==> src/rtl/ps2_rx_fifo.sv <==
// PS/2 device-to-host receiver: sync, clock glitch filter, frame decoder
// with parity/framing/timeout checks, and a first-word-fall-through FIFO.
module ps2_rx_fifo #(
    parameter int DATA_BITS  = 8,
    parameter int FIFO_DEPTH = 4,
    parameter int FILTER_LEN = 4,
    parameter int TIMEOUT    = 1000,
    parameter bit ODD_PARITY = 1'b1
) (
    input  logic                          CLK,
    input  logic                          Resetn,
    input  logic                          PS2CLK,
    input  logic                          PS2DATA,
    input  logic                          ReadEn,
    input  logic                          ClearErr,
    output logic [DATA_BITS-1:0]          ReadVal,
    output logic                          Interrupt,
    output logic [$clog2(FIFO_DEPTH):0]   Count,
    output logic                          ParityErr,
    output logic                          FrameErr,
    output logic                          Overflow
);

    localparam int PW = $clog2(FIFO_DEPTH);
    localparam int CW = PW + 1;
    localparam int FW = $clog2(FILTER_LEN + 1);
    localparam int TW = $clog2(TIMEOUT + 1);
    localparam int BW = $clog2(DATA_BITS + 1);

    localparam logic [FW-1:0] FLAST = FW'(FILTER_LEN - 1);
    localparam logic [TW-1:0] TLAST = TW'(TIMEOUT - 1);
    localparam logic [BW-1:0] BLAST = BW'(DATA_BITS - 1);
    localparam logic [CW-1:0] CFULL = CW'(FIFO_DEPTH);

    typedef enum logic [1:0] {
        IDLE,
        DATA,
        PARITY,
        STOP
    } state_e;

    logic clk_s1_q, clk_s2_q;
    logic dat_s1_q, dat_s2_q;

    always_ff @(posedge CLK or negedge Resetn) begin
        if (!Resetn) begin
            clk_s1_q <= 1'b1;
            clk_s2_q <= 1'b1;
            dat_s1_q <= 1'b1;
            dat_s2_q <= 1'b1;
        end else begin
            clk_s1_q <= PS2CLK;
            clk_s2_q <= clk_s1_q;
            dat_s1_q <= PS2DATA;
            dat_s2_q <= dat_s1_q;
        end
    end

    // fclk only follows the synced clock after FILTER_LEN agreeing samples
    logic          fclk_q, fclk_d;
    logic [FW-1:0] fcnt_q, fcnt_d;
    logic          fclk_prev_q;
    logic          strobe_q;

    always_comb begin
        fclk_d = fclk_q;
        fcnt_d = '0;
        if (clk_s2_q != fclk_q) begin
            if (fcnt_q == FLAST) begin
                fclk_d = ~fclk_q;
            end else begin
                fcnt_d = fcnt_q + FW'(1);
            end
        end
    end

    always_ff @(posedge CLK or negedge Resetn) begin
        if (!Resetn) begin
            fclk_q      <= 1'b1;
            fcnt_q      <= '0;
            fclk_prev_q <= 1'b1;
            strobe_q    <= 1'b0;
        end else begin
            fclk_q      <= fclk_d;
            fcnt_q      <= fcnt_d;
            fclk_prev_q <= fclk_q;
            strobe_q    <= fclk_prev_q & ~fclk_q;
        end
    end

    state_e                 state_q, state_d;
    logic [BW-1:0]          bcnt_q, bcnt_d;
    logic [DATA_BITS-1:0]   shift_q, shift_d;
    logic                   par_q, par_d;
    logic [TW-1:0]          tcnt_q, tcnt_d;
    logic                   push;
    logic                   perr_set;
    logic                   ferr_set;
    logic                   par_ok;

    assign par_ok = ((^shift_q) ^ par_q) == ODD_PARITY;

    always_comb begin
        state_d  = state_q;
        bcnt_d   = bcnt_q;
        shift_d  = shift_q;
        par_d    = par_q;
        tcnt_d   = '0;
        push     = 1'b0;
        perr_set = 1'b0;
        ferr_set = 1'b0;
        unique case (state_q)
            IDLE: begin
                if (strobe_q && !dat_s2_q) begin
                    state_d = DATA;
                    bcnt_d  = '0;
                end
            end
            DATA: begin
                if (strobe_q) begin
                    shift_d = shift_q >> 1;
                    shift_d[DATA_BITS-1] = dat_s2_q;
                    if (bcnt_q == BLAST) begin
                        state_d = PARITY;
                    end else begin
                        bcnt_d = bcnt_q + BW'(1);
                    end
                end
            end
            PARITY: begin
                if (strobe_q) begin
                    par_d   = dat_s2_q;
                    state_d = STOP;
                end
            end
            STOP: begin
                if (strobe_q) begin
                    state_d  = IDLE;
                    perr_set = ~par_ok;
                    ferr_set = ~dat_s2_q;
                    push     = dat_s2_q & par_ok;
                end
            end
            default: state_d = IDLE;
        endcase
        // a stalled frame is dropped once the inter-strobe gap hits TIMEOUT
        if (state_q != IDLE && !strobe_q) begin
            if (tcnt_q == TLAST) begin
                state_d  = IDLE;
                ferr_set = 1'b1;
            end else begin
                tcnt_d = tcnt_q + TW'(1);
            end
        end
    end

    always_ff @(posedge CLK or negedge Resetn) begin
        if (!Resetn) begin
            state_q <= IDLE;
            bcnt_q  <= '0;
            shift_q <= '0;
            par_q   <= 1'b0;
            tcnt_q  <= '0;
        end else begin
            state_q <= state_d;
            bcnt_q  <= bcnt_d;
            shift_q <= shift_d;
            par_q   <= par_d;
            tcnt_q  <= tcnt_d;
        end
    end

    logic [DATA_BITS-1:0] mem_q [FIFO_DEPTH];
    logic [PW-1:0]        wptr_q, wptr_d;
    logic [PW-1:0]        rptr_q, rptr_d;
    logic [CW-1:0]        count_q, count_d;
    logic                 empty, full, pop, wr, ovf_set;

    assign empty   = count_q == '0;
    assign full    = count_q == CFULL;
    assign pop     = ReadEn & ~empty;
    // a full FIFO still accepts a byte when the head leaves in the same cycle
    assign wr      = push & (~full | pop);
    assign ovf_set = push & full & ~pop;

    always_comb begin
        wptr_d  = wptr_q;
        rptr_d  = rptr_q;
        count_d = count_q + CW'(wr) - CW'(pop);
        if (wr) begin
            wptr_d = wptr_q + PW'(1);
        end
        if (pop) begin
            rptr_d = rptr_q + PW'(1);
        end
    end

    always_ff @(posedge CLK or negedge Resetn) begin
        if (!Resetn) begin
            wptr_q  <= '0;
            rptr_q  <= '0;
            count_q <= '0;
        end else begin
            wptr_q  <= wptr_d;
            rptr_q  <= rptr_d;
            count_q <= count_d;
        end
    end

    always_ff @(posedge CLK or negedge Resetn) begin
        if (!Resetn) begin
            for (int i = 0; i < FIFO_DEPTH; i++) begin
                mem_q[i] <= '0;
            end
        end else if (wr) begin
            mem_q[wptr_q] <= shift_q;
        end
    end

    logic perr_q, perr_d;
    logic ferr_q, ferr_d;
    logic ovf_q, ovf_d;

    assign perr_d = (perr_q & ~ClearErr) | perr_set;
    assign ferr_d = (ferr_q & ~ClearErr) | ferr_set;
    assign ovf_d  = (ovf_q & ~ClearErr) | ovf_set;

    always_ff @(posedge CLK or negedge Resetn) begin
        if (!Resetn) begin
            perr_q <= 1'b0;
            ferr_q <= 1'b0;
            ovf_q  <= 1'b0;
        end else begin
            perr_q <= perr_d;
            ferr_q <= ferr_d;
            ovf_q  <= ovf_d;
        end
    end

    assign ReadVal   = empty ? '0 : mem_q[rptr_q];
    assign Interrupt = ~empty;
    assign Count     = count_q;
    assign ParityErr = perr_q;
    assign FrameErr  = ferr_q;
    assign Overflow  = ovf_q;

endmodule

==> config.mk <==
export PLATFORM = sky130hd
export DESIGN_NAME = ps2_rx_fifo
export DESIGN_NICKNAME = d
export VERILOG_FILES = /design/src/rtl/ps2_rx_fifo.sv
export SDC_FILE = /design/constraint.sdc
export NUM_CORES = 1
export LEC_CHECK = 0
export ABC_CLOCK_PERIOD_IN_PS = 3400
export CAP_MARGIN = 40
export CORE_MARGIN = 2
export CORE_UTILIZATION = 55
export CTS_CLUSTER_DIAMETER = 50
export DETAILED_ROUTE_END_ITERATION = 10
export HOLD_SLACK_MARGIN = 0.1
export PLACE_DENSITY = 0.74
export SLEW_MARGIN = 25
export SYNTH_ARGS = -nofsm -noshare
export SYNTH_HDL_FRONTEND = slang
export SYNTH_SLANG_ARGS = --single-unit
==> constraint.sdc <==
create_clock -name CLK -period 3.4 [get_ports CLK]
set_input_delay 0.51 -clock CLK [delete_from_list [all_inputs] [get_ports CLK]]
set_output_delay 0.51 -clock CLK [all_outputs]
set_load 0.02 [all_outputs]
==> results.cfg <==
[drt]
ant_nets = 0
drc = 0
wire_per_inst_um = 16.36
vias = 2143
via_per_inst = 5.625
drt-total-wl_um = 6235
drt_first_iter_violations = 90
firstDrtPassIters = 4

[timing]
relSlewSlack = 0.5750
layout_setup_ws_ps = 503.9
finalSetupViolations = 0
final_hold_viol_count = 0
tightest_slew_ps = 637.5
period_needed_ps = 2896
fin_setup_tns_ps = 0
post-route-period-util = 0.8518
final_max_slew_viol_count = 0
max_freq_mhz = 345.3
skew_ps = 9.524
rsz0062_at_grt = no

[floorplanning]
die_width_um = 85.63
num_io_pins = 21
core.rowCount = 29
chipHeight_um = 85.63
initial_utilization = 0.5739
fp.coreArea_um2 = 6386
die-area_um2 = 7333

[logic_synthesis]
synth_cells = 275
syn_area_um2 = 3665
ys_warn_count = 0
synthFlopType = dfrtp_1
postSynthAreaPerCell_um2 = 13.33
ys_seq_elements = 77
synth_area_leader_cell = dfrtp_1
synth_cell_type_count = 41
synthArstFlopShare = 1.000
yosys-top-cells-area = dfrtp_1 48%, mux2_2 13%, mux4_2 4.9%, dfstp_2 4.3%, xnor2_1 3.3%
synth_edf_count = 0
seq_area_frac_synth = 0.5278
syn_nets = 291
synth_top_area_share = 0.4848

[hold_path]
hp-class = primary input to asynchronous set/reset pin

[grt]
busiest_layer = met2
grt_max_degree = 44
gr-usage-met1 = 0.2704
grt_use_met3 = 0.03561
grt_pass1_wl_um = 11170
grt_pass1_vias = 2304
antenna_found_initial = 0
grtUsageTotal = 0.1978
gr-usage-met2 = 0.3132
grt-ovfl-total = 0

[pwr]
p_seq_frac = 0.407
power_switching_mw = 1.190
comb_power_share = 0.356
power.density_nw_per_um2 = 822.8
clkPwrFrac = 0.237
power.leakage_nw = 1.891
p_int_mw = 2.263
ir_worst_vdd_v = 0.0006480
p_sw_frac = 0.3445

[placed_design]
place_hpwl_um = 4082
placed_cell_area_um2 = 3956
place.gp.congestion = 0.7708
dp.cells = 365
portBuffers = 20
place_ws_ps = 344.3

[layout]
fin_util = 0.6571
drive_gt1_frac = 0.2829
area_delta_synth_final_pct = 14.51
fin_nets = 315
finalInstanceArea_um2 = 4197
final_cells = 381
fillers = 496
num_antenna_cells = 0

[clocking]
clk-insertion-delay-late_ps = 340
htree_levels = 3
cts_tree = yes
clockBufferDepth = 2
post_cts_buffers = 0
clkTransAtPathRegs_ps = 70
clock-sinks = 77
cts-root-buf = clkbuf_8
cts_hold_buffers = 0
cts_resized = 0
cts_buffers = 9

[outcome]
status = finished clean

[critical_path]
required_ps = 2890
start_kind = flip-flop
crit_path_max_fanout = 10
criticalPathCategory = flip-flop to output port
cp-end-kind = output port
worstPathArrival_ps = 2390

[flow_run]
cap_violations = 0
## placed cells by master, fill, tap and decap left out, drive strengths merged, types with 6 or more instances in the layout
cell	count
and2	9
clkbuf	10
clkdlybuf4s50	19
dfrtp	71
dfstp	6
ha	9
inv	11
mux2	45
mux4	8
nand3	7
nand4	10
nor2	19
nor2b	6
nor3	6
xnor2	14
## per-layer routing
metal  wire, µm  vias up
li1           -     1017
met3        139       12
met4        102        0
met2       3078       26
met1       2915     1088
met5          0        -
## critical path: stages (launching register included)
cell             delay [ps]
dfrtp_1                 760
mux4_2                  580
and2_1                  170
clkdlybuf4s50_1         540
## stage by stage
step	hold slack (ps)	power, mW
after detailed placement	348.1	2.646
after CTS	167.4	3.488
after global placement	346.6	2.614
after floorplan	214.4	2.351
after global routing	185.9	3.668
final	155.3	3.453
## power groups by stage
stage | combinational [mW] | sequential, mW | clock, mW
after floorplan | 1.05 | 1.30 | 0
after global placement | 1.21 | 1.41 | 0
after detailed placement | 1.23 | 1.42 | 0
after CTS | 1.24 | 1.41 | 0.839
after global routing | 1.33 | 1.45 | 0.884
final | 1.23 | 1.41 | 0.819
## cell families after synthesis
logic type	Yosys count	synth area share
AO/OA/AOI/OAI	11	0.02015
adder cells (fa/ha/maj)	10	0.03619
multiplexers	57	0.2141
AND/OR/NAND/NOR	78	0.1181
XOR/XNOR	21	0.06213
flip-flops	77	0.5278
buffers and inverters	21	0.02151
## state kept, by name, indices dropped and copies added, names as in the netlist, 2 cells and up
name,cells
Count,3
bcnt_q,4
fcnt_q,3
mem_q,32
rptr_q,2
shift_q,8
state_q,2
tcnt_q,10
wptr_q,2
## path summary, 6_finish.rpt
path                                              from               endpoint  slack, ps  cells past startpoint
worst min-delay path                            Resetn    tcnt_q[6]$_DFF_PN0_        160                      1
worst max register to register  shift_q[2]$_DFFE_PN0P_     Count[2]$_DFF_PN0_        520                     10
max in group asynchronous                       Resetn  mem_q[11]$_DFFE_PN0P_       2680                      2
worst min register to register      clk_s1_q$_DFF_PN1_     clk_s2_q$_DFF_PN1_        360                      0
worst max-delay path             rptr_q[0]$_DFFE_PN0P_             ReadVal[7]        500                      3
min in group CLK                    clk_s1_q$_DFF_PN1_     clk_s2_q$_DFF_PN1_        360                      0
## Yosys cell counts (all sizes together), types with 6 or more instances
cell     n
dfrtp   71
mux2    45
nor2    19
xnor2   14
inv     11
nand4   10
and2     9
clkbuf   9
ha       9
mux4     8
nand3    7
dfstp    6
nor2b    6
nor3     6
## final cells by class
class,instances,area (µm²),area share
Inverter,11,41.29,0.009839
Multi-Input combinational cell,177,1652,0.3936
Tap cell,77,96.34,0.02296
Timing Repair Buffer,23,232.7,0.05546
Clock buffer,10,127.6,0.03041
Clock inverter,6,112.6,0.02683
Sequential cell,77,1934,0.4609
(Power assumes the default switching activity.)
